`src/rtl/clause_array_ctrl_pkg.sv`:
```
// rtl/clause_array_ctrl_pkg.sv - shared types and constants for the clause array sequencer
//
// Purpose: state encoding and counter sizing used by clause_array_ctrl and its
// row pointer. No ports.

package clause_array_ctrl_pkg;

  typedef enum logic [2:0] {
    S_IDLE      = 3'd0,
    S_LOAD      = 3'd1,
    S_BCP_PULSE = 3'd2,
    S_BCP_WAIT  = 3'd3,
    S_LEARNT    = 3'd4,
    S_BKT       = 3'd5,
    S_READ      = 3'd6
  } state_t;

  // Settle counter holds 0..SETTLE_CYCLES-1 with SETTLE_CYCLES up to 15.
  localparam int SETTLE_W = 4;

  localparam int DEF_NUM_CLAUSES = 8;
  localparam int ROW_BITS        = $clog2(DEF_NUM_CLAUSES);

  function automatic int row_bits(input int num_clauses);
    return $clog2(num_clauses);
  endfunction

endpackage

```
`src/rtl/clause_array_ctrl_if.sv`:
```
// rtl/clause_array_ctrl_if.sv - bus bundle between engine/array and the clause array sequencer
//
// Purpose: groups every non-clock signal of clause_array_ctrl.
//   master : engine + clause array side (drives the *_i signals)
//   slave  : clause_array_ctrl (drives the *_o signals)
// Groups: clause load stream (c_*), BCP/backtrack starts, learnt clause
// offer (learnt_*), readback stream (r_*), array control (wr/rd/clause/strobes),
// status (busy/done/sat/conflict/load_ovf).
// Optional: CLAUSE_ARRAY_CTRL_STATS_EN adds bcp_cnt_o / conflict_cnt_o.

interface clause_array_ctrl_if #(
  parameter int NUM_CLAUSES = 8,
  parameter int NUM_VARS    = 8,
  parameter int WIDTH_C_LEN = 4
);

  logic                     load_start_i;
  logic                     c_valid_i;
  logic                     c_ready_o;
  logic                     c_last_i;
  logic [NUM_VARS*2-1:0]    c_data_i;
  logic [WIDTH_C_LEN-1:0]   c_len_i;
  logic                     bcp_start_i;
  logic                     bkt_start_i;
  logic                     learnt_valid_i;
  logic                     learnt_ready_o;
  logic [NUM_VARS*2-1:0]    learnt_data_i;
  logic [WIDTH_C_LEN-1:0]   learnt_len_i;
  logic [NUM_CLAUSES-1:0]   learnt_idx_i;
  logic                     rd_start_i;
  logic                     r_valid_o;
  logic                     r_ready_i;
  logic [NUM_VARS*2-1:0]    r_data_o;
  logic [NUM_CLAUSES-1:0]   wr_o;
  logic [NUM_CLAUSES-1:0]   rd_o;
  logic [NUM_VARS*2-1:0]    clause_o;
  logic [WIDTH_C_LEN-1:0]   clause_len_o;
  logic [NUM_VARS*2-1:0]    clause_i;
  logic                     add_learntc_en_o;
  logic                     apply_impl_o;
  logic                     apply_bkt_o;
  logic                     all_c_sat_i;
  logic                     conflict_i;
  logic                     busy_o;
  logic                     done_o;
  logic                     sat_o;
  logic                     conflict_o;
  logic                     load_ovf_o;
`ifdef CLAUSE_ARRAY_CTRL_STATS_EN
  logic [15:0]              bcp_cnt_o;
  logic [15:0]              conflict_cnt_o;
`endif

  modport master (
    output load_start_i, c_valid_i, c_last_i, c_data_i, c_len_i,
           bcp_start_i, bkt_start_i,
           learnt_valid_i, learnt_data_i, learnt_len_i, learnt_idx_i,
           rd_start_i, r_ready_i, clause_i, all_c_sat_i, conflict_i,
    input  c_ready_o, learnt_ready_o, r_valid_o, r_data_o,
           wr_o, rd_o, clause_o, clause_len_o,
           add_learntc_en_o, apply_impl_o, apply_bkt_o,
           busy_o, done_o, sat_o, conflict_o, load_ovf_o
`ifdef CLAUSE_ARRAY_CTRL_STATS_EN
    , input bcp_cnt_o, conflict_cnt_o
`endif
  );

  modport slave (
    input  load_start_i, c_valid_i, c_last_i, c_data_i, c_len_i,
           bcp_start_i, bkt_start_i,
           learnt_valid_i, learnt_data_i, learnt_len_i, learnt_idx_i,
           rd_start_i, r_ready_i, clause_i, all_c_sat_i, conflict_i,
    output c_ready_o, learnt_ready_o, r_valid_o, r_data_o,
           wr_o, rd_o, clause_o, clause_len_o,
           add_learntc_en_o, apply_impl_o, apply_bkt_o,
           busy_o, done_o, sat_o, conflict_o, load_ovf_o
`ifdef CLAUSE_ARRAY_CTRL_STATS_EN
    , output bcp_cnt_o, conflict_cnt_o
`endif
  );

endinterface

```
`src/rtl/clause_array_ctrl_onehot_row_ptr.sv`:
```
// rtl/clause_array_ctrl_onehot_row_ptr.sv - one-hot row pointer shared by load and readback
//
// Purpose: NUM_CLAUSES-wide one-hot pointer starting at row 0.
//   clk, rst : clock, synchronous active-high reset (pointer -> row 0)
//   clr      : return pointer to row 0 (wins over adv)
//   adv      : shift to the next row; shifting past the last row gives all-zero
//   ptr      : current one-hot row
//   last     : pointer sits on row NUM_CLAUSES-1

module onehot_row_ptr
  import clause_array_ctrl_pkg::*;
#(
  parameter int NUM_CLAUSES = 8
) (
  input  logic                   clk,
  input  logic                   rst,
  input  logic                   clr,
  input  logic                   adv,
  output logic [NUM_CLAUSES-1:0] ptr,
  output logic                   last
);

  always_ff @(posedge clk) begin
    if (rst || clr) begin
      ptr <= NUM_CLAUSES'(1);
    end else if (adv) begin
      ptr <= ptr << 1;
    end
  end

  assign last = ptr[NUM_CLAUSES-1];

endmodule

```
`src/rtl/clause_array_ctrl.sv`:
```
// rtl/clause_array_ctrl.sv - sequencer for one clause array bin (load, BCP, learnt insert, backtrack, readback)
//
// Purpose: sole driver of the clause array's wr/rd/control inputs, commanded by
// the SAT engine FSM through start strobes.
//   clk : clock
//   rst : synchronous active-high reset; aborts any operation
//   bus : clause_array_ctrl_if.slave (streams, array control, status)
// Array writes (wr_o, clause_o, clause_len_o) are registered, so a load
// handshake shows up on wr_o in the following cycle.
// Optional: define CLAUSE_ARRAY_CTRL_STATS_EN for saturating BCP/conflict counters.

module clause_array_ctrl
  import clause_array_ctrl_pkg::*;
#(
  parameter int NUM_CLAUSES   = 8,
  parameter int NUM_VARS      = 8,
  parameter int WIDTH_C_LEN   = 4,
  parameter int SETTLE_CYCLES = 2
) (
  input logic             clk,
  input logic             rst,
  clause_array_ctrl_if.slave bus
);

  localparam int N = NUM_CLAUSES;
  localparam int D = NUM_VARS * 2;
  localparam logic [N-1:0] LOWER_HALF = {{(N - N/2){1'b0}}, {(N/2){1'b1}}};
  localparam logic [SETTLE_W-1:0] SETTLE_LAST = SETTLE_W'(SETTLE_CYCLES - 1);

  state_t state_q, state_d;

  logic [N-1:0] ptr;
  logic ptr_last, ptr_clr, ptr_adv;

  logic [N-1:0] wr_q, wr_d, rd_q, rd_d;
  logic [D-1:0] clause_q, clause_d;
  logic [WIDTH_C_LEN-1:0] len_q, len_d;
  logic [SETTLE_W-1:0] cnt_q, cnt_d;
  logic add_q, add_d, impl_q, impl_d, bkt_q, bkt_d, done_q, done_d;
  logic rvalid_q, rvalid_d, sat_q, sat_d, conf_q, conf_d;
  logic ovf_q, ovf_d, full_q, full_d, busy_q;
  logic learnt_ok;

  onehot_row_ptr #(.NUM_CLAUSES(N)) u_ptr (
    .clk  (clk),
    .rst  (rst),
    .clr  (ptr_clr),
    .adv  (ptr_adv),
    .ptr  (ptr),
    .last (ptr_last)
  );

  // Learnt clauses may only replace rows in the upper half; anything else is dropped.
  assign learnt_ok = $onehot(bus.learnt_idx_i) && ((bus.learnt_idx_i & LOWER_HALF) == '0);

  always_comb begin
    state_d  = state_q;
    wr_d     = '0;
    rd_d     = rd_q;
    clause_d = clause_q;
    len_d    = len_q;
    cnt_d    = cnt_q;
    add_d    = 1'b0;
    impl_d   = 1'b0;
    bkt_d    = 1'b0;
    done_d   = 1'b0;
    rvalid_d = rvalid_q;
    sat_d    = sat_q;
    conf_d   = conf_q;
    ovf_d    = ovf_q;
    full_d   = full_q;
    ptr_clr  = 1'b0;
    ptr_adv  = 1'b0;

    // After a load that filled every row, any further offer is an overflow.
    if (state_q != S_LOAD && full_q && bus.c_valid_i) ovf_d = 1'b1;

    case (state_q)
      S_IDLE: begin
        if (bus.load_start_i) begin
          state_d = S_LOAD;
          ptr_clr = 1'b1;
          ovf_d   = 1'b0;
          full_d  = 1'b0;
        end else if (bus.learnt_valid_i) begin
          state_d  = S_LEARNT;
          wr_d     = learnt_ok ? bus.learnt_idx_i : '0;
          add_d    = learnt_ok;
          clause_d = bus.learnt_data_i;
          len_d    = bus.learnt_len_i;
        end else if (bus.bkt_start_i) begin
          state_d = S_BKT;
          bkt_d   = 1'b1;
        end else if (bus.bcp_start_i) begin
          state_d = S_BCP_PULSE;
          impl_d  = 1'b1;
        end else if (bus.rd_start_i) begin
          state_d  = S_READ;
          ptr_clr  = 1'b1;
          rd_d     = N'(1);
          rvalid_d = 1'b1;
        end
      end
      S_LOAD: begin
        if (bus.c_valid_i) begin
          wr_d     = ptr;
          clause_d = bus.c_data_i;
          len_d    = bus.c_len_i;
          ptr_adv  = 1'b1;
          if (bus.c_last_i || ptr_last) begin
            state_d = S_IDLE;
            done_d  = 1'b1;
            ptr_clr = 1'b1;
            full_d  = ptr_last;
          end
        end
      end
      S_BCP_PULSE: begin
        state_d = S_BCP_WAIT;
        cnt_d   = '0;
      end
      S_BCP_WAIT: begin
        if (cnt_q == SETTLE_LAST) begin
          state_d = S_IDLE;
          cnt_d   = '0;
          sat_d   = bus.all_c_sat_i;
          conf_d  = bus.conflict_i;
          done_d  = 1'b1;
        end else begin
          cnt_d = cnt_q + 1'b1;
        end
      end
      S_LEARNT: begin
        state_d = S_IDLE;
        done_d  = 1'b1;
      end
      S_BKT: begin
        state_d = S_IDLE;
        done_d  = 1'b1;
        sat_d   = 1'b0;
        conf_d  = 1'b0;
      end
      S_READ: begin
        if (bus.r_ready_i) begin
          if (ptr_last) begin
            state_d  = S_IDLE;
            rd_d     = '0;
            rvalid_d = 1'b0;
            done_d   = 1'b1;
            ptr_clr  = 1'b1;
          end else begin
            rd_d    = {ptr[N-2:0], 1'b0};
            ptr_adv = 1'b1;
          end
        end
      end
      default: state_d = S_IDLE;
    endcase
  end

  always_ff @(posedge clk) begin
    if (rst) begin
      state_q  <= S_IDLE;
      wr_q     <= '0;
      rd_q     <= '0;
      clause_q <= '0;
      len_q    <= '0;
      cnt_q    <= '0;
      add_q    <= 1'b0;
      impl_q   <= 1'b0;
      bkt_q    <= 1'b0;
      done_q   <= 1'b0;
      rvalid_q <= 1'b0;
      sat_q    <= 1'b0;
      conf_q   <= 1'b0;
      ovf_q    <= 1'b0;
      full_q   <= 1'b0;
      busy_q   <= 1'b0;
    end else begin
      state_q  <= state_d;
      wr_q     <= wr_d;
      rd_q     <= rd_d;
      clause_q <= clause_d;
      len_q    <= len_d;
      cnt_q    <= cnt_d;
      add_q    <= add_d;
      impl_q   <= impl_d;
      bkt_q    <= bkt_d;
      done_q   <= done_d;
      rvalid_q <= rvalid_d;
      sat_q    <= sat_d;
      conf_q   <= conf_d;
      ovf_q    <= ovf_d;
      full_q   <= full_d;
      busy_q   <= (state_d != S_IDLE);
    end
  end

  assign bus.c_ready_o        = (state_q == S_LOAD);
  assign bus.learnt_ready_o   = (state_q == S_LEARNT);
  assign bus.r_valid_o        = rvalid_q;
  assign bus.r_data_o         = rvalid_q ? bus.clause_i : '0;
  assign bus.wr_o             = wr_q;
  assign bus.rd_o             = rd_q;
  assign bus.clause_o         = clause_q;
  assign bus.clause_len_o     = len_q;
  assign bus.add_learntc_en_o = add_q;
  assign bus.apply_impl_o     = impl_q;
  assign bus.apply_bkt_o      = bkt_q;
  assign bus.busy_o           = busy_q;
  assign bus.done_o           = done_q;
  assign bus.sat_o            = sat_q;
  assign bus.conflict_o       = conf_q;
  assign bus.load_ovf_o       = ovf_q;

`ifdef CLAUSE_ARRAY_CTRL_STATS_EN
  logic [15:0] bcp_cnt_q, conf_cnt_q;
  logic load_go, bcp_fin;

  assign load_go = (state_q == S_IDLE) && bus.load_start_i;
  assign bcp_fin = (state_q == S_BCP_WAIT) && (cnt_q == SETTLE_LAST);

  always_ff @(posedge clk) begin
    if (rst || load_go) begin
      bcp_cnt_q  <= '0;
      conf_cnt_q <= '0;
    end else if (bcp_fin) begin
      if (bcp_cnt_q != 16'hFFFF) bcp_cnt_q <= bcp_cnt_q + 16'd1;
      if (bus.conflict_i && conf_cnt_q != 16'hFFFF) conf_cnt_q <= conf_cnt_q + 16'd1;
    end
  end

  assign bus.bcp_cnt_o      = bcp_cnt_q;
  assign bus.conflict_cnt_o = conf_cnt_q;
`endif

endmodule

```
`src/flat_wrapper.sv`:
```
// flat-port wrapper written by rule: the top's interface ports become plain ports
module clause_array_ctrl_flat import clause_array_ctrl_pkg::*;
#(
  parameter int NUM_CLAUSES   = 8,
  parameter int NUM_VARS      = 8,
  parameter int WIDTH_C_LEN   = 4,
  parameter int SETTLE_CYCLES = 2
)
  (clk, rst, bus_load_start_i, bus_c_valid_i, bus_c_last_i, bus_c_data_i, bus_c_len_i, bus_bcp_start_i, bus_bkt_start_i, bus_learnt_valid_i, bus_learnt_data_i, bus_learnt_len_i, bus_learnt_idx_i, bus_rd_start_i, bus_r_ready_i, bus_clause_i, bus_all_c_sat_i, bus_conflict_i, bus_c_ready_o, bus_learnt_ready_o, bus_r_valid_o, bus_r_data_o, bus_wr_o, bus_rd_o, bus_clause_o, bus_clause_len_o, bus_add_learntc_en_o, bus_apply_impl_o, bus_apply_bkt_o, bus_busy_o, bus_done_o, bus_sat_o, bus_conflict_o, bus_load_ovf_o);
  clause_array_ctrl_if #(.NUM_CLAUSES(NUM_CLAUSES), .NUM_VARS(NUM_VARS), .WIDTH_C_LEN(WIDTH_C_LEN)) bus_i ();
  input logic clk;
  input logic rst;
  input wire logic [$bits(bus_i.load_start_i)-1:0] bus_load_start_i;
  input wire logic [$bits(bus_i.c_valid_i)-1:0] bus_c_valid_i;
  input wire logic [$bits(bus_i.c_last_i)-1:0] bus_c_last_i;
  input wire logic [$bits(bus_i.c_data_i)-1:0] bus_c_data_i;
  input wire logic [$bits(bus_i.c_len_i)-1:0] bus_c_len_i;
  input wire logic [$bits(bus_i.bcp_start_i)-1:0] bus_bcp_start_i;
  input wire logic [$bits(bus_i.bkt_start_i)-1:0] bus_bkt_start_i;
  input wire logic [$bits(bus_i.learnt_valid_i)-1:0] bus_learnt_valid_i;
  input wire logic [$bits(bus_i.learnt_data_i)-1:0] bus_learnt_data_i;
  input wire logic [$bits(bus_i.learnt_len_i)-1:0] bus_learnt_len_i;
  input wire logic [$bits(bus_i.learnt_idx_i)-1:0] bus_learnt_idx_i;
  input wire logic [$bits(bus_i.rd_start_i)-1:0] bus_rd_start_i;
  input wire logic [$bits(bus_i.r_ready_i)-1:0] bus_r_ready_i;
  input wire logic [$bits(bus_i.clause_i)-1:0] bus_clause_i;
  input wire logic [$bits(bus_i.all_c_sat_i)-1:0] bus_all_c_sat_i;
  input wire logic [$bits(bus_i.conflict_i)-1:0] bus_conflict_i;
  output wire logic [$bits(bus_i.c_ready_o)-1:0] bus_c_ready_o;
  output wire logic [$bits(bus_i.learnt_ready_o)-1:0] bus_learnt_ready_o;
  output wire logic [$bits(bus_i.r_valid_o)-1:0] bus_r_valid_o;
  output wire logic [$bits(bus_i.r_data_o)-1:0] bus_r_data_o;
  output wire logic [$bits(bus_i.wr_o)-1:0] bus_wr_o;
  output wire logic [$bits(bus_i.rd_o)-1:0] bus_rd_o;
  output wire logic [$bits(bus_i.clause_o)-1:0] bus_clause_o;
  output wire logic [$bits(bus_i.clause_len_o)-1:0] bus_clause_len_o;
  output wire logic [$bits(bus_i.add_learntc_en_o)-1:0] bus_add_learntc_en_o;
  output wire logic [$bits(bus_i.apply_impl_o)-1:0] bus_apply_impl_o;
  output wire logic [$bits(bus_i.apply_bkt_o)-1:0] bus_apply_bkt_o;
  output wire logic [$bits(bus_i.busy_o)-1:0] bus_busy_o;
  output wire logic [$bits(bus_i.done_o)-1:0] bus_done_o;
  output wire logic [$bits(bus_i.sat_o)-1:0] bus_sat_o;
  output wire logic [$bits(bus_i.conflict_o)-1:0] bus_conflict_o;
  output wire logic [$bits(bus_i.load_ovf_o)-1:0] bus_load_ovf_o;
  assign bus_i.load_start_i = bus_load_start_i;
  assign bus_i.c_valid_i = bus_c_valid_i;
  assign bus_i.c_last_i = bus_c_last_i;
  assign bus_i.c_data_i = bus_c_data_i;
  assign bus_i.c_len_i = bus_c_len_i;
  assign bus_i.bcp_start_i = bus_bcp_start_i;
  assign bus_i.bkt_start_i = bus_bkt_start_i;
  assign bus_i.learnt_valid_i = bus_learnt_valid_i;
  assign bus_i.learnt_data_i = bus_learnt_data_i;
  assign bus_i.learnt_len_i = bus_learnt_len_i;
  assign bus_i.learnt_idx_i = bus_learnt_idx_i;
  assign bus_i.rd_start_i = bus_rd_start_i;
  assign bus_i.r_ready_i = bus_r_ready_i;
  assign bus_i.clause_i = bus_clause_i;
  assign bus_i.all_c_sat_i = bus_all_c_sat_i;
  assign bus_i.conflict_i = bus_conflict_i;
  assign bus_c_ready_o = bus_i.c_ready_o;
  assign bus_learnt_ready_o = bus_i.learnt_ready_o;
  assign bus_r_valid_o = bus_i.r_valid_o;
  assign bus_r_data_o = bus_i.r_data_o;
  assign bus_wr_o = bus_i.wr_o;
  assign bus_rd_o = bus_i.rd_o;
  assign bus_clause_o = bus_i.clause_o;
  assign bus_clause_len_o = bus_i.clause_len_o;
  assign bus_add_learntc_en_o = bus_i.add_learntc_en_o;
  assign bus_apply_impl_o = bus_i.apply_impl_o;
  assign bus_apply_bkt_o = bus_i.apply_bkt_o;
  assign bus_busy_o = bus_i.busy_o;
  assign bus_done_o = bus_i.done_o;
  assign bus_sat_o = bus_i.sat_o;
  assign bus_conflict_o = bus_i.conflict_o;
  assign bus_load_ovf_o = bus_i.load_ovf_o;
  clause_array_ctrl #(.NUM_CLAUSES(NUM_CLAUSES), .NUM_VARS(NUM_VARS), .WIDTH_C_LEN(WIDTH_C_LEN), .SETTLE_CYCLES(SETTLE_CYCLES)) u_core (.clk(clk), .rst(rst), .bus(bus_i));
endmodule
```
`config.mk`:
```
export PLATFORM = sky130hd
export DESIGN_NAME = clause_array_ctrl_flat
export DESIGN_NICKNAME = d
export VERILOG_FILES = /design/src/rtl/clause_array_ctrl_pkg.sv /design/src/rtl/clause_array_ctrl_if.sv /design/src/rtl/clause_array_ctrl_onehot_row_ptr.sv /design/src/rtl/clause_array_ctrl.sv /design/src/flat_wrapper.sv
export SDC_FILE = /design/constraint.sdc
export NUM_CORES = 1
export LEC_CHECK = 0
export ABC_CLOCK_PERIOD_IN_PS = 8100
export BUFFER_PORTS_ARGS = -buffer_cell sky130_fd_sc_hd__buf_2
export CAP_MARGIN = 20
export CORE_MARGIN = 10
export CORE_UTILIZATION = 49
export DETAILED_ROUTE_END_ITERATION = 16
export HOLD_SLACK_MARGIN = 0.03
export PLACE_DENSITY = 0.87
export SLEW_MARGIN = 30
export SYNTH_ARGS = -nofsm -noshare
export SYNTH_HDL_FRONTEND = slang
export SYNTH_SLANG_ARGS = --single-unit
```
`constraint.sdc`:
```
create_clock -name clk -period 8.1 [get_ports clk]
set_input_delay 0.405 -clock clk [delete_from_list [all_inputs] [get_ports clk]]
set_output_delay 0.405 -clock clk [all_outputs]
set_load 0.01 [all_outputs]
```
Word-level counts from Yosys, hierarchy flattened:

Cells that the tools add are included.

* word-level logic and storage cells: 141
* output and inout bits: 63
* register bits: 61

* mux-type cells: 72
* bitwise gates (word level): 2
* add/subtract/negate cells: 8
* equal/unequal tests: 21
* reductions and logical operators: 21

Operator list (count)
* 8-bit two-way mux: 11
* 16-bit two-way mux: 4
* 16-bit one-hot mux with 2 select lines: 1
* 8-bit one-hot mux with 2 select lines: 2
* 1-bit two-way mux: 30
* 3-bit two-way mux: 10
* 2-bit != test, second input constant: 10
* 4-bit two-way mux: 4
* 4-bit one-hot mux with 2 select lines: 2
* 3-bit one-hot mux with 5 select lines: 1
* 4-bit adder: 3
* 1-bit one-hot mux with 2 select lines: 5
* 3-bit == test, second input constant: 3
* 1-bit by 1-bit adder with 2-bit output: 4
* 4-bit by 1-bit == test with 1-bit output, second input constant: 2
* 8-bit logical NOT: 1
* 4-bit AND reduction: 2
* 8-bit AND reduction: 1
* 2-bit nonzero test: 4
* 4-bit OR reduction: 2
* 7-bit AND reduction: 1
* 3-bit by 2-bit == test with 1-bit output, second input constant: 2
* 5-bit OR reduction: 1
* 4-bit by 1-bit adder with 4-bit output, second input constant: 1
* other kinds (12): 17

Logic depth before layout (Yosys ltp):

Gate-level depths: netlist (run 1).

* depth in word-level cells: 9
* gate-level depth with buffers: 13

Hierarchy:

A second synthesis (run 1) with hierarchy kept.

* cell total of the unflattened synthesis: 336
* area total of the unflattened synthesis: 3101.7 um^2

Modules (own cells, without submodules)
* clause_array_ctrl: times used 1, sequential area each 1061.0 um^2, area an instance 2803.9 um^2, cells an instance 308
* onehot_row_ptr: times used 1, sequential area each 160.2 um^2, area an instance 297.8 um^2, cells an instance 28

Least setup slack after synthesis (run 1):

OpenSTA, ideal clock, no wires.

* kind: in2reg
* from: input port bus_learnt_idx_i[0]
* to: register u_core.wr_q[0] (netlist: u_core.bus.wr_o[0])
* arrival: 2.918 ns
* data required time: 7.976 ns
* slack: 5.057 ns
* setup time: 0.124 ns
* stages: 12
* cell sequence: ha_1 > fa_1 > inv_1 > fa_1 > inv_1 > ha_1 > fa_1 > nor2_1 > and4_1 > buf_2 > a22oi_1 > nor2_1

* longest elaborated chain between the ends: 9

Ends and longest elaborated chain
* start: declaration: line flat_wrapper.sv:23 `input wire logic [$bits(bus_i.learnt_idx_i)-1:0] bus_learnt_idx_i;`
* 1-bit by 1-bit adder with 2-bit output (implied by the code): line clause_array_ctrl.sv:54 `assign learnt_ok = $onehot(bus.learnt_idx_i) && ((bus.learnt_idx_i & LOWER_HALF) == '0);`
* 4-bit adder (implied by the code) (2 in a row): line clause_array_ctrl.sv:54
* 4-bit by 1-bit == test with 1-bit output: line clause_array_ctrl.sv:54
* 1-bit logical AND: line clause_array_ctrl.sv:54
* 8-bit two-way mux *: line clause_array_ctrl.sv:87 `wr_d = learnt_ok ? bus.learnt_idx_i : '0;`
* 8-bit two-way mux *: line clause_array_ctrl.sv:85 `end else if (bus.learnt_valid_i) begin`
* 8-bit two-way mux *: line clause_array_ctrl.sv:80 `if (bus.load_start_i) begin`
* 8-bit one-hot mux with 2 select lines *: line clause_array_ctrl.sv:78 `case (state_q)`
* end signal: assignment: line clause_array_ctrl.sv:181 `wr_q <= wr_d;`
* end: declaration: line clause_array_ctrl.sv:35 `logic [N-1:0] wr_q, wr_d, rd_q, rd_d;`

Every way passes the cells marked *; elsewhere a longest branch is shown, timed or not.
A chain may end at the register's enable or synchronous reset.

Worst setup path after layout (run 1):

* from: input port bus_learnt_idx_i[0]
* to: register u_core.wr_q[7] (netlist: u_core.bus.wr_o[7])

* longest elaborated chain between the ends: 9

Ends and longest elaborated chain (line)
* 1-bit by 1-bit adder with 2-bit output (implied by the code): clause_array_ctrl.sv:54
* 4-bit adder (implied by the code) (2 in a row): clause_array_ctrl.sv:54
* 4-bit by 1-bit == test with 1-bit output: clause_array_ctrl.sv:54
* 1-bit logical AND *: clause_array_ctrl.sv:54
* 8-bit two-way mux *: clause_array_ctrl.sv:87
* 8-bit two-way mux *: clause_array_ctrl.sv:85
* 8-bit two-way mux *: clause_array_ctrl.sv:80
* 8-bit one-hot mux with 2 select lines *: clause_array_ctrl.sv:78

Marked as above.

==> flow_summary_export.csv, run 1 <==
group,metric,value,unit
route,drc,0,
layout,design_area,4010,um^2
hold_path,holdCritStartpoint,"bus_learnt_idx_i[4]",
worst_setup_path,cp_max_fo,9,
worst_setup_path,timing.rr.end,"u_core.bus.clause_o[10]",
worst_setup_path,critPathMaxStageDelay,0.55,ns
layout,area_delta_synth_final,29.0,%
timing,hold_viol_final,0,
clocking,cts_tree,"done",
global_routing,grt_start_max_net_pins,46,
worst_setup_path,critical_path.slowest_cell,"fa_1",
route,ant_nets,0,
global_routing,grt_pass1_wl,15200,um
timing,period_share,37.4,%
worst_setup_path,critPathKind,"in -> reg",
floorplan,die_x,99.6,um
hold_path,min_to,"u_core.bus.wr_o[4]",
synth,netlist_area,3110,um^2
clocking,clk_path_buf_depth,2,
hold_path,holdPathStages,3,
outcome,outcome,"completed",
worst_setup_path,reg2reg_setup_slack,5.60,ns
worst_setup_path,crit_required,8.36,ns
floorplan,die-area,9930,um^2
worst_setup_path,cp.arrival,3.29,ns
route,vias,2963,
timing,tightestPinTransition,0.821,ns
power,p_total,0.839,mW
clocking,cts_htree_levels,3,
global_routing,grt_overflow,0,
timing,fin_crit,3.03,ns
layout,multiInputGateArea,1690,um^2
timing,clock_skew,0.0123,ns
route,wirelength,9190,um
route,avgViaCountPerCell,5.30,
synth,syn_nets,443,
worst_setup_path,critPathLaunchType,"input pin",
floorplan,ios,139,
run,cap_violations,0,
clocking,clk_latency,0.34,ns
floorplan,initial_core_util,51.6,%
route,dr.pass1.iters,4,
layout,fillers,494,
clocking,postCtsSetupRepairBufs,0,
power,p_per_area,209,nW/um^2
layout,drive_above_1_share,34.1,%
power,p_leak,1.98,nW
timing,setup_violations,0,
clocking,root_buffer,"clkbuf_8",
synth,synth.yosys.seq_area_share,39.3,%
synth,syn_inst,353,
layout,fin_nets,569,
worst_setup_path,path_cells,"buf_2 > ha_1 > fa_1 > inv_1 > fa_1 > inv_1 > ha_1 > fa_1 > nor2_1 > and4_1 > nand2_1 > a21oi_1",
worst_setup_path,worstReg2RegStart,"u_core.state_q[0]",
layout,final_cells,559,
synth,synth-edff-count,0,
synth,ys_async_sr_fraction,0,%
hold_path,hp-class,"in -> reg",
synth,ys_warn_count,0,
timing,rsz0062_at_grt,"false",
clocking,post_cts_resized,0,
timing,max_slew_margin,45.3,%
placed_design,numPortBuffers,138,
synth,synth_cell_types,56,
worst_setup_path,worst-path-buf-inv,3,
placed_design,place_inst,543,
clocking,clk_pin_slew,0.07,ns
placed_design,placed_area,3770,um^2
worst_setup_path,worstSetupEndpointType,"flop",
placed_design,gp_congestion,0.848,
timing,drv_slew,0,
layout,regArea,1220,um^2
worst_setup_path,critPathTopFamily,"adder cells",
synth,synth-seq-cells,61,
layout,antenna_cells,0,
global_routing,grt.total_usage,18.5,%
floorplan,core_area,6030,um^2
timing,max_freq,0.330,GHz
clocking,cts_sinks,61,
clocking,cts-buffers-inserted,9,
floorplan,die_h,99.6,um
power,ir_drop,149,uV
timing,tns,0,ns
worst_setup_path,r2r_cells,4,
global_routing,grt_pass1_vias,3070,
synth,synth_flop_cell,"dfxtp_1",
synth,syn_avg_cell_area,8.80,um^2
route,drtIter0Drc,118,
route,routedWlPerCell,16.4,um
layout,layout_common_cells,"buf_2, dfxtp_1, nand2_1",
layout,final_common_cell,"buf_2",
placed_design,post-dp-hpwl,7040,um
floorplan,fp-row-count,28,
clocking,ctsHoldBuffers,0,
global_routing,antenna_found_initial,0,
worst_setup_path,cpMostUsedCell,"fa_1",
-- synth_stat cells, types with 3 or more instances --
cell type,number,area share (%)
and2_1,17,3.4
inv_1,17,2.1
nor2b_1,6,1.2
a211oi_1,3,0.72
ha_1,10,4.0
buf_2,8,1.3
buf_6,3,1.1
a21oi_1,6,0.97
a22oi_1,8,1.9
o21ai_0,8,1.3
nor2_1,43,5.2
a311oi_1,20,5.6
nand3b_1,3,0.72
clkbuf_1,10,1.2
dfxtp_1,61,39
fa_1,4,2.6
a21o_1,3,0.72
nand2_1,52,6.3
mux2i_1,16,5.2
nand2b_1,12,2.4
-- metrics by stage --
stage / setup slack (ns) / hold slack [ns] / utilization [%]
global placement: 4.86 / 0.461 / 62.5
detailed placement: 4.70 / 0.475 / 62.5
finish: 5.07 / 0.321 / 66.5
floorplan: 5.06 / 0.454 / -
global route: 4.93 / 0.320 / 66.5
CTS: 5.06 / 0.306 / 66.5
-- worst reg2reg max path, cell delays in order (launching register included) --
cell	delay (ns)
dfxtp_1	0.83
or3b_1	0.75
inv_2	0.45
nand2_1	0.11
a311oi_1	0.27
-- report_power, final --
group / switching [mW] / total (mW) / internal (mW)
Sequential: 0.0184 / 0.339 / 0.320
Combinational: 0.0978 / 0.170 / 0.0726
Clock: 0.117 / 0.330 / 0.213
-- sequential cells by signal, summed over array words and instances (netlist names) --
signal                       count
u_core.bus.conflict_o            1
u_core.bus.r_valid_o             1
u_core.bus.wr_o                  8
u_core.state_q                   3
u_core.bus.add_learntc_en_o      1
u_core.bus.busy_o                1
u_core.bus.clause_o             16
u_core.bus.load_ovf_o            1
u_core.bus.rd_o                  8
u_core.bus.clause_len_o          4
u_core.bus.apply_impl_o          1
u_core.full_q                    1
u_core.bus.done_o                1
u_core.u_ptr.ptr                 8
u_core.bus.apply_bkt_o           1
u_core.cnt_q                     4
u_core.bus.sat_o                 1
-- worst max path at each step --
stage / start / to / cells past startpoint
6_report: bus_learnt_idx_i[0] / u_core.bus.wr_o[7] / 12
2_1_floorplan: bus_learnt_idx_i[0] / u_core.bus.wr_o[0] / 12
3_3_place_gp: bus_learnt_idx_i[0] / u_core.bus.wr_o[7] / 12
5_1_grt: bus_learnt_idx_i[0] / u_core.bus.wr_o[7] / 12
3_5_place_dp: bus_learnt_idx_i[0] / u_core.bus.wr_o[7] / 12
4_1_cts: bus_learnt_idx_i[0] / u_core.bus.wr_o[7] / 12
-- layout make-up --
class / count / share of cell area [%]
clock inverters: 4 / 2.37
repair buffers: 138 / 17.2
flip-flops and latches: 61 / 30.5
clock buffers: 12 / 3.62
inverters: 18 / 1.69
well taps: 75 / 2.34
multi-input cells: 251 / 42.3
-- logic make-up (layout without fill, tap and decap cells) --
group           after synthesis  after routing  share of synthesized area, %
simple gates                155            155                          25.3
compound gates               66             66                          17.4
flops                        61             61                          39.3
buf+inv                      41            172                          6.24
mux                          16             16                          5.15
fa+ha+maj                    14             14                          6.61
-- per-layer routing --
metal | vias up | track usage, % | share of wire, %
li1 | 1480 | - | -
met1 | 1374 | 19.8 | 38
met2 | 103 | 33.2 | 53
met3 | 6 | 7.68 | 9.0
met4 | 0 | 3.86 | 0.46
met5 | - | 0 | 0
No activity file was read; power rests on OpenSTA's default activity.
==> run 2: changes to the inputs <==
ABC_AREA = 1   (was not set)
ABC_CLOCK_PERIOD_IN_PS = 2900   (was 8100)
CORE_UTILIZATION = 48   (was 49)
PLACE_DENSITY = 0.84   (was 0.87)
clock period = 2.9 ns   (was 8.1 ns; I/O delays follow)
==> run 2 against run 1 <==
  * Via count grew 18%
  * Register-to-register slack worse by 4.9 ns
  * Synthesized cell count up 42%
  * Clock power is 130% higher
  * Cell count up 29%
  * Hold slack got worse by 0.27 ns
  * Sequential power increased to 2.8 times the previous value
  * Clock skew shrank 0.0054 ns
  * Final area grew 4.1%
  * Sequential share of layout area down 1.2 points
  * Count of clock-buffer cells in the layout unchanged
  * Core utilization is 4.4 points lower
  * Largest power group unchanged
  * Highest routed layer unchanged
==> flow_summary_export.csv, run 2 <==
group,metric,value,unit
timing,fin_crit,2.74,ns
floorplan,initial_core_util,48.8,%
synth,netlist_area,3280,um^2
clocking,cts_sinks,61,
worst_setup_path,worstSetupEndpointType,"flop",
global_routing,grt_use_met1,18.5,%
synth,ys_async_sr_fraction,0,%
power,p_per_area,557,nW/um^2
worst_setup_path,critPathTopFamily,"adder cells",
clocking,root_buffer,"clkbuf_8",
worst_setup_path,critPathLaunchType,"input pin",
clocking,cts_htree_levels,3,
layout,fin_nets,725,
global_routing,met2_usage,30.8,%
worst_setup_path,critPathMaxStageDelay,0.54,ns
layout,antenna_cells,0,
synth,synth.yosys.seq_area_share,37.2,%
synth,yosysTopAreaCell,"dfxtp_1",
clocking,postCtsSetupRepairBufs,0,
global_routing,grt.total_usage,17.6,%
timing,max_freq,0.364,GHz
route,drtIter0Drc,95,
worst_setup_path,worstReg2RegStart,"u_core.state_q[0]",
floorplan,die_x,103,um
run,cap_violations,0,
global_routing,grt_start_max_net_pins,26,
timing,clock_skew,0.00696,ns
synth,syn_inst,501,
route,dr.pass1.iters,4,
global_routing,grt_overflow,0,
worst_setup_path,path_cells,"buf_2 > ha_1 > fa_1 > inv_1 > fa_1 > inv_1 > ha_1 > fa_1 > nor2_1 > nand4_1 > nor2_4 > nand2_1 > a21oi_1",
timing,rsz0062_at_grt,"false",
power,p_total,2.32,mW
floorplan,core_area,6720,um^2
worst_setup_path,worst-path-buf-inv,3,
hold_path,hp-class,"in -> reg",
global_routing,grt_pass1_vias,3296,
placed_design,gp_congestion,0.937,
layout,final_common_cell,"nand2_1",
synth,synth-edff-count,0,
worst_setup_path,critPathKind,"in -> reg",
timing,tns,0,ns
layout,drive_above_1_share,28.0,%
route,ant_nets,0,
worst_setup_path,critical_path.slowest_cell,"fa_1",
clocking,ctsHoldBuffers,0,
floorplan,ios,139,
layout,area_delta_synth_final,27.2,%
timing,period_share,94.6,%
timing,hold_viol_final,0,
layout,fillers,663,
power,comb_power_share,26.5,%
timing,tightestPinTransition,0.536,ns
worst_setup_path,crit_required,3.17,ns
route,wirelength,9650,um
global_routing,grt_busiest_layer,"met2",
synth,synth_flop_cell,"dfxtp_1",
global_routing,grt_pass1_wl,14700,um
clocking,clk_pin_slew,0.07,ns
hold_path,holdCritStartpoint,"bus_conflict_i",
outcome,outcome,"completed",
placed_design,numPortBuffers,138,
route,avgViaCountPerCell,4.85,
worst_setup_path,cp.arrival,3.01,ns
global_routing,antenna_found_initial,0,
synth,synth_top_cells_by_count,"nand2_1, nor2_1, dfxtp_1",
layout,layout_common_cells,"nand2_1, buf_2, nor2_1",
synth,synth.top_cell.area_share,37.2,%
power,seq_power_share,41.3,%
synth,syn_nets,591,
clocking,cts_tree,"done",
layout,design_area,4170,um^2
timing,setup_violations,0,
placed_design,placed_area,3980,um^2
synth,synth-seq-cells,61,
placed_design,place_ws,-0.213,ns
synth,ys_warn_count,0,
worst_setup_path,startpoint,"bus_learnt_idx_i[0]",
floorplan,die-area,10500,um^2
route,drc,0,
power,switching_share,33.1,%
floorplan,fp-row-count,30,
layout,utilization,62.1,%
worst_setup_path,cpMostUsedCell,"fa_1",
route,routedWlPerCell,13.4,um
placed_design,post-dp-hpwl,7710,um
synth,synth_most_common_cell,"nand2_1",
synth,syn_avg_cell_area,6.55,um^2
timing,setup_ws,0.155,ns
worst_setup_path,cp_max_fo,8,
timing,drv_slew,0,
power,intPower,1.55,mW
timing,max_slew_margin,64.2,%
power,ir_drop,354,uV
synth,synth_area_leaders,"dfxtp_1, nand2_1, nor2_1",
global_routing,met3_usage,6.23,%
power,switching_power,0.769,mW
floorplan,die_h,103,um
layout,largest_reg_flops,16,
power,power_frac_clock,32.2,%
clocking,clk_latency,0.34,ns
route,vias,3495,
clocking,clk_path_buf_depth,2,
clocking,cts-buffers-inserted,9,
power,p_leak,2.41,nW
synth,synth_cell_types,30,
clocking,post_cts_resized,0,
==> run 2: cell count changes after synthesis, moves of 16 or more <==
cell,change
a311oi_1,-20
and2_1,-16
inv_1,+43
mux2i_1,-16
nand2_1,+98
nand3_1,+23
nor2_1,+45
o21ai_1,+20
==> run 2: logic make-up after synthesis <==
logic type / after synthesis / share of synthesized area [%]
compound gates: 51 / 7.94
xor+xnor: 1 / 0.267
fa+ha+maj: 14 / 6.26
buf+inv: 87 / 11.3
flops: 61 / 37.2
simple gates: 287 / 37.0
==> run 2: power by group through the flow <==
stage	clock network, mW	logic, mW	registers (mW)
final	0.747	0.617	0.960
after global routing	0.801	0.703	0.971
after CTS	0.759	0.624	0.959
after detailed placement	0	0.622	0.977
after global placement	0	0.601	0.973
after floorplan	0	0.397	0.994
==> run 2: path summary, 6_finish.rpt <==
kind / endpoint / slack (ns) / cells past startpoint
setup reg to reg: u_core.bus.clause_o[7] / 0.73 / 9
setup / recovery: u_core.bus.wr_o[6] / 0.16 / 13
hold reg to reg: u_core.full_q / 0.46 / 2
hold / removal: u_core.bus.conflict_o / 0.05 / 3
==> run 2: worst register-to-register path, stage by stage (launching register included) <==
cell and delay [ns]:
dfxtp_1 0.44, inv_2 0.10, nor2_2 0.10, nand2_2 0.31, nor2_4 0.36, inv_4 0.12
nand2_4 0.23, inv_2 0.21, nor2_1 0.15, nor2_1 0.06
==> run 2: final cells by class <==
type                       count  area [um^2]  share of cell area, %
multi-input combinational    353         1690                   40.4
sequential                    61         1220                   29.3
timing repair buffer         140          706                   16.9
inverter                      70          265                   6.36
clock buffer                  12          145                   3.48
tap                           80          100                   2.40
clock inverter                 4         47.5                   1.14
==> run 2: through the flow <==
stage	hold slack (ns)	instances
floorplan	0.287	501
global placement	0.376	704
detailed placement	0.404	704
CTS	0.0479	720
global route	0.0608	720
finish	0.0538	720
==> run 2: metal layers <==
metal	share of wire (%)	wire, um
met5	0	0
met4	2.1	199
met1	39	3760
met2	48	4590
met3	11	1090
